File: config.mk
export PLATFORM = sky130hd
export DESIGN_NAME = life_seq_ctrl_flat
export DESIGN_NICKNAME = d
export VERILOG_FILES = /design/src/rtl/life_seq_ctrl_if.sv /design/src/rtl/life_seq_ctrl.sv /design/src/flat_wrapper.sv
export SDC_FILE = /design/constraint.sdc
export NUM_CORES = 1
export LEC_CHECK = 0
export CORE_MARGIN = 2
export CORE_UTILIZATION = 56
export CTS_BUF_LIST = sky130_fd_sc_hd__clkbuf_8
export DETAILED_ROUTE_END_ITERATION = 10
export GPL_TIMING_DRIVEN = 0
export PLACE_DENSITY_LB_ADDON = 0.08
export SYNTH_ARGS = -nofsm -noshare
export SYNTH_HDL_FRONTEND = slang
export SYNTH_SLANG_ARGS = --single-unit
File: constraint.sdc
create_clock -name clk -period 6.6 [get_ports clk]
set_clock_uncertainty 0.15 [all_clocks]
set_input_delay 1.32 -clock clk [delete_from_list [all_inputs] [get_ports clk]]
set_output_delay 1.32 -clock clk [all_outputs]
set_load 0.1 [all_outputs]
File: src/rtl/life_seq_ctrl_if.sv
// Interface bundling the sequencer's request inputs and array/status outputs.
// master drives requests and observes the array bus; slave is the sequencer side.
interface life_seq_ctrl_if #(
    parameter int GEN_W = 16
);
    logic             tick;
    logic             frame;
    logic             run_enb;
    logic             step_req;
    logic             load_req;
    logic [15:0]      pattern;
    logic             clear_req;
    logic [1:0]       row;
    logic [1:0]       col;
    logic             val;
    logic             write_enb;
    logic             run;
    logic             busy;
    logic [GEN_W-1:0] gen_count;

    modport master (
        output tick, frame, run_enb, step_req, load_req, pattern, clear_req,
        input  row, col, val, write_enb, run, busy, gen_count
    );

    modport slave (
        input  tick, frame, run_enb, step_req, load_req, pattern, clear_req,
        output row, col, val, write_enb, run, busy, gen_count
    );
endinterface

File: src/rtl/life_seq_ctrl.sv
// Sequencer for the 4x4 life array: serial seed load / board clear, one cell
// per clock, and generation-advance pulses optionally aligned to the frame strobe.
module life_seq_ctrl #(
    parameter int GEN_W      = 16,
    parameter int FRAME_SYNC = 1
) (
    input logic             clk,
    input logic             reset,
    life_seq_ctrl_if.slave  bus
);

    localparam logic [1:0] ST_IDLE  = 2'd0;
    localparam logic [1:0] ST_LOAD  = 2'd1;
    localparam logic [1:0] ST_CLEAR = 2'd2;

    localparam logic             WAIT_FRAME = (FRAME_SYNC != 0);
    localparam logic [GEN_W-1:0] GEN_ONE    = {{(GEN_W-1){1'b0}}, 1'b1};

    logic [1:0]       state_r,   state_nxt_s;
    logic [3:0]       idx_r,     idx_nxt_s;
    logic [15:0]      shadow_r,  shadow_nxt_s;
    logic             pending_r, pending_nxt_s;
    logic [1:0]       row_r,     row_nxt_s;
    logic [1:0]       col_r,     col_nxt_s;
    logic             val_r,     val_nxt_s;
    logic             we_r,      we_nxt_s;
    logic             run_r,     run_nxt_s;
    logic             busy_r,    busy_nxt_s;
    logic [GEN_W-1:0] gen_r,     gen_nxt_s;

    logic [3:0]       idx_inc_s;
    logic             gen_req_s;

    assign idx_inc_s = idx_r + 4'd1;
    assign gen_req_s = (bus.tick & bus.run_enb) | bus.step_req;

    // Next-state and next-output decode; outputs describe the cell written in the following cycle.
    always_comb begin
        state_nxt_s   = state_r;
        idx_nxt_s     = idx_r;
        shadow_nxt_s  = shadow_r;
        pending_nxt_s = pending_r;
        row_nxt_s     = 2'd0;
        col_nxt_s     = 2'd0;
        val_nxt_s     = 1'b0;
        we_nxt_s      = 1'b0;
        run_nxt_s     = 1'b0;
        busy_nxt_s    = 1'b0;
        gen_nxt_s     = gen_r;

        if (bus.clear_req) begin
            state_nxt_s   = ST_CLEAR;
            idx_nxt_s     = 4'd0;
            pending_nxt_s = 1'b0;
            gen_nxt_s     = {GEN_W{1'b0}};
            we_nxt_s      = 1'b1;
            busy_nxt_s    = 1'b1;
        end else if (bus.load_req && (state_r == ST_IDLE)) begin
            state_nxt_s   = ST_LOAD;
            idx_nxt_s     = 4'd0;
            shadow_nxt_s  = bus.pattern;
            pending_nxt_s = 1'b0;
            gen_nxt_s     = {GEN_W{1'b0}};
            we_nxt_s      = 1'b1;
            busy_nxt_s    = 1'b1;
            val_nxt_s     = bus.pattern[0];
        end else begin
            case (state_r)
                ST_IDLE: begin
                    // A request arriving in the issue cycle is absorbed by the pulse being issued.
                    if (pending_r && (!WAIT_FRAME || bus.frame)) begin
                        run_nxt_s     = 1'b1;
                        pending_nxt_s = 1'b0;
                        gen_nxt_s     = gen_r + GEN_ONE;
                    end else begin
                        pending_nxt_s = pending_r | gen_req_s;
                    end
                end
                ST_LOAD, ST_CLEAR: begin
                    pending_nxt_s = pending_r | gen_req_s;
                    if (idx_r == 4'd15) begin
                        state_nxt_s = ST_IDLE;
                        idx_nxt_s   = 4'd0;
                    end else begin
                        idx_nxt_s  = idx_inc_s;
                        we_nxt_s   = 1'b1;
                        busy_nxt_s = 1'b1;
                        row_nxt_s  = idx_inc_s[3:2];
                        col_nxt_s  = idx_inc_s[1:0];
                        val_nxt_s  = (state_r == ST_LOAD) ? shadow_r[idx_inc_s] : 1'b0;
                    end
                end
                default: begin
                    state_nxt_s = ST_IDLE;
                    idx_nxt_s   = 4'd0;
                end
            endcase
        end
    end

    // State and registered outputs; reset returns everything to zero at once.
    always_ff @(posedge clk or posedge reset) begin
        if (reset) begin
            state_r   <= ST_IDLE;
            idx_r     <= 4'd0;
            shadow_r  <= 16'd0;
            pending_r <= 1'b0;
            row_r     <= 2'd0;
            col_r     <= 2'd0;
            val_r     <= 1'b0;
            we_r      <= 1'b0;
            run_r     <= 1'b0;
            busy_r    <= 1'b0;
            gen_r     <= {GEN_W{1'b0}};
        end else begin
            state_r   <= state_nxt_s;
            idx_r     <= idx_nxt_s;
            shadow_r  <= shadow_nxt_s;
            pending_r <= pending_nxt_s;
            row_r     <= row_nxt_s;
            col_r     <= col_nxt_s;
            val_r     <= val_nxt_s;
            we_r      <= we_nxt_s;
            run_r     <= run_nxt_s;
            busy_r    <= busy_nxt_s;
            gen_r     <= gen_nxt_s;
        end
    end

    assign bus.row       = row_r;
    assign bus.col       = col_r;
    assign bus.val       = val_r;
    assign bus.write_enb = we_r;
    assign bus.run       = run_r;
    assign bus.busy      = busy_r;
    assign bus.gen_count = gen_r;

endmodule

File: src/flat_wrapper.sv
// flat-port wrapper written by rule: the top's interface ports become plain ports
module life_seq_ctrl_flat 
#(
    parameter int GEN_W      = 16,
    parameter int FRAME_SYNC = 1
)
  (clk, reset, bus_tick, bus_frame, bus_run_enb, bus_step_req, bus_load_req, bus_pattern, bus_clear_req, bus_row, bus_col, bus_val, bus_write_enb, bus_run, bus_busy, bus_gen_count);
  life_seq_ctrl_if #(.GEN_W(GEN_W)) bus_i ();
  input logic clk;
  input logic reset;
  input wire logic [$bits(bus_i.tick)-1:0] bus_tick;
  input wire logic [$bits(bus_i.frame)-1:0] bus_frame;
  input wire logic [$bits(bus_i.run_enb)-1:0] bus_run_enb;
  input wire logic [$bits(bus_i.step_req)-1:0] bus_step_req;
  input wire logic [$bits(bus_i.load_req)-1:0] bus_load_req;
  input wire logic [$bits(bus_i.pattern)-1:0] bus_pattern;
  input wire logic [$bits(bus_i.clear_req)-1:0] bus_clear_req;
  output wire logic [$bits(bus_i.row)-1:0] bus_row;
  output wire logic [$bits(bus_i.col)-1:0] bus_col;
  output wire logic [$bits(bus_i.val)-1:0] bus_val;
  output wire logic [$bits(bus_i.write_enb)-1:0] bus_write_enb;
  output wire logic [$bits(bus_i.run)-1:0] bus_run;
  output wire logic [$bits(bus_i.busy)-1:0] bus_busy;
  output wire logic [$bits(bus_i.gen_count)-1:0] bus_gen_count;
  assign bus_i.tick = bus_tick;
  assign bus_i.frame = bus_frame;
  assign bus_i.run_enb = bus_run_enb;
  assign bus_i.step_req = bus_step_req;
  assign bus_i.load_req = bus_load_req;
  assign bus_i.pattern = bus_pattern;
  assign bus_i.clear_req = bus_clear_req;
  assign bus_row = bus_i.row;
  assign bus_col = bus_i.col;
  assign bus_val = bus_i.val;
  assign bus_write_enb = bus_i.write_enb;
  assign bus_run = bus_i.run;
  assign bus_busy = bus_i.busy;
  assign bus_gen_count = bus_i.gen_count;
  life_seq_ctrl #(.GEN_W(GEN_W), .FRAME_SYNC(FRAME_SYNC)) u_core (.clk(clk), .reset(reset), .bus(bus_i));
endmodule
==> metrics, run 1 <==
post-synthesis area per instance=11.52 sq um; layout cells sized above 1=13.11%; Final Cycle Share=51.08%; Post-CTS Resized=0; Port Buffer Count=46; crit path kind=register to primary output; crit path launch type=register; f_max=0.2966 GHz; maximum buffer depth of the clock tree=2; worst rel slew slack=35.16%; sw frac=34.45%; wire per inst=14.82 um; vias in the first global route=1688; largest family of logic cells by synthesized area=simple AND/OR/NAND/NOR gates; sequential cell area=1151 sq um; top cells by area, synth=dfrtp_1, mux2_2, mux4_2, a21oi_1, ha_1; Die X=66.35 um; Synth Area in Simple Gates=15.06%; Final Hold Viols=0; # DRC=0; Die Y-Extent=66.35 um; DIE AREA=4402 sq um; complex-gate fraction of the synthesized area=9.138%; Clock power frac=21.4%; GRT Util Overall=22.07%; delay of the slowest critical-path stage=1160 ps; total wire length=4326 um; row cnt=22; DRT Pass-1 Iters=4; footprint of the multi-input gates=962.2 sq um; Initial Util=59.02%; placed insts=284; HPWL Detailed=3333 um; Top delay family on crit path=buffers and inverters; largest net degree at the start of global routing=35; cells along the critical path=clkdlybuf4s50_1; outcome=finished clean; Via density=5.702; area grow syn2layout=29.71%; Seq pwr share=41.5%; CTS tree=done; Synth Net Count=218; CTS Buf Count=5; worst vdd ir=0.2446 mV; first-pass GRT wire length=7327 um; Worst Path Buf+Inv=1; Synth Flop Type=dfrtp_1; Distinct cells, synth=34; Clock Sinks=46; Final Max Tran Viols=0; worst-path fanout max=6; Clk Latency, worst-skew pair=290 ps; initial DRC count=115; Pint=0.6094 mW; # diodes=0; Least-Margin Pin Slew=969.5 ps; Synth Register Bits=46; initial antenna violation count=0; post-route setup TNS=0 ps; core footprint=3689 sq um; Via Count=1665; grt ovf=0; Post-CTS Setup Repair Bufs=0; CP arrival=1900 ps; Cells after Synth=189; xor and xnor area share after synthesis=3.218%; NetSw=0.3202 mW; fin cells=292; required time of the critical path=5130 ps; Root Driver=clkbuf_8; RSZ-0062 raised after global routing=false; post-synthesis adder-cell area fraction=2.874%; CTS Hold Buffers Added=0; combinational group share of total power=37.1%; async set or reset register ratio after synthesis=100.0%; clock slew at reported path FFs=90 ps; Max-cap violations=0; Syn Std Cell Area=2177 sq um; Synth area leader=dfrtp_1; mux contribution to synthesized area=13.91%; synth warn=0; I/O pin count=48; slowest stage cell on the critical path=clkdlybuf4s50_1; Yosys top cell area share=52.87%; Leakage=1.186 nW; power per cell area=329.2 nW/um^2; Placer Congestion=0.8167; Hold Path Class=register to register; post-layout minimum cycle time=3371 ps; final setup fails=0; EDFF count, synth=0; Layout Nets=272; antenna-violating nets left=0; htree depth=2; Seq/Total Area, Yosys=52.87%; Filler cells=251; most frequent cells in the layout=clkdlybuf4s50_1, dfrtp_1, mux2_2; Critical Path Sink Type=primary output
## cell type report
type / instances / share of cell area, %
inverters: 7 / 0.9304
plain buffers: 9 / 1.329
well taps: 48 / 2.127
clock buffers: 5 / 2.437
repair buffers: 47 / 17.01
flip-flops and latches: 46 / 40.76
clock inverters: 3 / 1.329
multi-input cells: 127 / 34.07
## state kept, by name (all words and copies together), names as in the netlist
signal                flops
u_core.bus.val            1
u_core.bus.busy           1
u_core.bus.row            2
u_core.bus.run            1
u_core.state_r            2
u_core.bus.gen_count     16
u_core.pending_r          1
u_core.bus.col            2
u_core.shadow_r          16
u_core.idx_r              4
## kinds of logic after synthesis
group	count (synthesis)
adder cells (fa/ha/maj)	5
AND/OR/NAND/NOR	59
flip-flops	46
XOR/XNOR	8
AO/OA/AOI/OAI	33
buffers and inverters	16
multiplexers	22
## stage by stage
stage | setup WS [ps] | hold WS (ps) | util, % | total power [mW] | area (sq um)
2_1_floorplan | 3728 | 299.8 | - | 0.6502 | 2177
3_3_place_gp | 3024 | 314.5 | 73.13 | 0.7224 | 2698
3_5_place_dp | 2968 | 316.5 | 73.68 | 0.7380 | 2718
4_1_cts | 3220 | 334.5 | 76.56 | 0.9370 | 2824
5_1_grt | 3128 | 377.4 | 76.56 | 0.9822 | 2824
6_report | 3229 | 333.4 | 76.56 | 0.9296 | 2824
## worst paths after layout
check	start	endpoint	slack (ps)	depth (start not counted)
min	u_core.state_r[1]$_DFFE_PP0P_	u_core.state_r[1]$_DFFE_PP0P_	330	1
max	u_core.bus.gen_count[5]$_DFFE_PP0P_	bus_gen_count[5]	3230	1
min in group asynchronous	reset	u_core.shadow_r[7]$_DFFE_PP0P_	1130	2
max in group asynchronous	reset	u_core.bus.gen_count[1]$_DFFE_PP0P_	4710	3
max reg2reg	u_core.idx_r[1]$_DFFE_PP0P_	u_core.bus.val$_DFF_PP0_	3850	5
min reg2reg	u_core.state_r[1]$_DFFE_PP0P_	u_core.state_r[1]$_DFFE_PP0P_	330	1
## synth_stat cells, types with 3 or more instances
| cell type | instances |
|---|---|
| xnor2_1 | 3 |
| a21oi_1 | 14 |
| nand2_1 | 9 |
| nor3_1 | 4 |
| clkbuf_1 | 7 |
| and2_1 | 3 |
| mux4_2 | 5 |
| and3_1 | 3 |
| inv_1 | 7 |
| xor2_1 | 5 |
| mux2_2 | 16 |
| a22o_1 | 3 |
| dfrtp_1 | 46 |
| or3_1 | 7 |
| nand4_1 | 3 |
| nand3_1 | 6 |
| ha_1 | 5 |
| o21ai_0 | 8 |
| nor2_1 | 11 |
## power groups by stage
stage,clock network (mW),logic [mW],registers (mW)
2_1_floorplan,0,0.206,0.444
3_3_place_gp,0,0.336,0.386
3_5_place_dp,0,0.345,0.393
4_1_cts,0.203,0.347,0.387
5_1_grt,0.215,0.371,0.396
6_report,0.199,0.345,0.386
## per-layer routing
metal | track usage [%] | up-vias | share of wire (%) | wire [um]
met1 | 24.29 | 799 | 39 | 1694
met3 | 4.600 | 9 | 5.6 | 242
li1 | - | 795 | - | -
met2 | 41.38 | 62 | 54 | 2318
met5 | 0 | - | 0 | 0
met4 | 7.908 | 0 | 1.6 | 71
Power figures use the tool's default switching activity.
==> inputs of run 2 (changes only) <==
Settings changed: CORE_UTILIZATION 56 to 52.
Clock period 6.6 ns to 3.2 ns, I/O delays scaled along.
==> run 2 against run 1 <==
Compared with the run above: via count decreased by 0.36%; routed wire length increased by 6.1%; sequential cell count unchanged; count of clock-buffer cells in the layout unchanged; power increased by 98%; die area increased by 7.2%; cell area decreased by 0.89%; combinational power increased by 110%; setup slack got worse by 2800 ps; critical path type is now register to register; largest cell class unchanged.
==> metrics, run 2 (synthesis results as in run 1) <==
I/O pin count=48; Final Max Tran Viols=0; initial antenna violation count=0; Least-Margin Pin Slew=988.5 ps; row cnt=23; NetSw=0.6629 mW; sequential cell area=1151 sq um; largest net degree at the start of global routing=32; htree depth=2; Die X=68.71 um; CTS Buf Count=5; final setup fails=0; Clock Sinks=46; overall power=1.839 mW; Via density=5.662; post-route setup TNS=0 ps; core footprint=4029 sq um; area grow syn2layout=28.56%; initial DRC count=138; Pint=1.176 mW; Leakage=1.169 nW; hold_sp=u_core.state_r[1]$_DFFE_PP0P_; CP arrival=2820 ps; CTS tree=done; Post-CTS Resized=0; Port Buffer Count=46; Via Count=1659; # DRC=0; power per cell area=657.1 nW/um^2; pre-CTS WS=210.2 ps; vias in the first global route=1671; Critical Path Sink Type=register; GRT Util Overall=22.07%; worst-path fanout max=5; total wire length=4592 um; wire per inst=15.67 um; grt ovf=0; Initial Util=54.04%; combinational group share of total power=38.7%; worst rel slew slack=33.89%; maximum buffer depth of the clock tree=2; DRT Pass-1 Iters=5; antenna-violating nets left=0; RSZ-0062 raised after global routing=false; setup ws final=419.7 ps; worst r2r dst=u_core.bus.val$_DFF_PP0_; Post-CTS Setup Repair Bufs=0; clock slew at reported path FFs=80 ps; layout cells sized above 1=13.58%; final core utilization=69.47%; most frequent cells in the layout=clkdlybuf4s50_1, dfrtp_1, mux2_2; f_max=0.3597 GHz; crit path launch type=register; CTS Hold Buffers Added=0; Max-cap violations=0; r2r setup slk=420 ps; HPWL Detailed=3479 um; # diodes=0; sw frac=36.04%; worst vdd ir=0.4092 mV; required time of the critical path=3240 ps; outcome=finished clean; footprint of the multi-input gates=962.2 sq um; first-pass GRT wire length=7555 um; Layout Nets=272; Final Cycle Share=86.89%; Filler cells=308; hold slack final=332.9 ps; crit path kind=register to register; worst r2r path cells=5; WHS Path Cells=1; Seq pwr share=43.3%; Root Driver=clkbuf_8; Placer Congestion=0.7785; Hold Path Sink=u_core.state_r[1]$_DFFE_PP0P_; reg2reg start=u_core.idx_r[0]$_DFFE_PP0P_; DIE AREA=4720 sq um; Clock power frac=17.9%; post-layout minimum cycle time=2780 ps; Hold Path Class=register to register; Die Y-Extent=68.71 um; Final Hold Viols=0; Clk Latency, worst-skew pair=300 ps
## run 2: changes by cell type in the layout (fill, tap and decap cells not counted)
cell	previous run	this run
inv_1	8	6
clkinv_2	0	2
bufinv_16	1	0
## run 2: area by class of cell
cell class | instances | share of cell area (%)
Buffer | 9 | 1.341
Clock buffer | 5 | 2.459
Clock inverter | 2 | 0.3576
Inverter | 7 | 0.9388
Multi-Input combinational cell | 127 | 34.38
Sequential cell | 46 | 41.13
Tap cell | 50 | 2.235
Timing Repair Buffer | 47 | 17.17
## run 2: power groups by stage
stage	logic, mW	clock network [mW]	registers, mW
CTS	0.720	0.342	0.800
global route	0.766	0.366	0.816
finish	0.712	0.329	0.797
floorplan	0.426	0	0.916
global placement	0.695	0	0.797
detailed placement	0.719	0	0.811
## run 2: how the worst max path moves through the flow
stage	to	start	slack (ps)	cells after the start
finish	u_core.bus.val$_DFF_PP0_	u_core.idx_r[0]$_DFFE_PP0P_	420	5
global route	u_core.bus.val$_DFF_PP0_	u_core.idx_r[0]$_DFFE_PP0P_	330	5
CTS	u_core.bus.val$_DFF_PP0_	u_core.idx_r[0]$_DFFE_PP0P_	420	5
detailed placement	u_core.shadow_r[4]$_DFFE_PP0P_	bus_load_req	210	5
global placement	u_core.shadow_r[1]$_DFFE_PP0P_	bus_load_req	300	5
floorplan	u_core.bus.gen_count[15]$_DFFE_PP0P_	u_core.bus.gen_count[5]$_DFFE_PP0P_	670	4
## run 2: layer usage
| layer | GRT usage (%) | up-vias | part of all wire [%] |
|---|---|---|---|
| li1 | - | 787 | - |
| met3 | 5.519 | 2 | 3.7 |
| met2 | 39.54 | 34 | 54 |
| met5 | 0 | - | 0 |
| met4 | 8.333 | 0 | 0.63 |
| met1 | 25.29 | 836 | 41 |
## run 2: worst max-delay path, stage by stage, from the launching register on
cell and delay (ps):
dfrtp_1 390, ha_1 250, xnor2_1 570, mux4_2 580
mux4_2 460, a32o_1 270
## run 2: metrics by stage
step | cells | area (sq um)
after floorplan | 189 | 2177
after CTS | 293 | 2799
after global placement | 285 | 2700
after global routing | 293 | 2799
final | 293 | 2799
after detailed placement | 286 | 2720
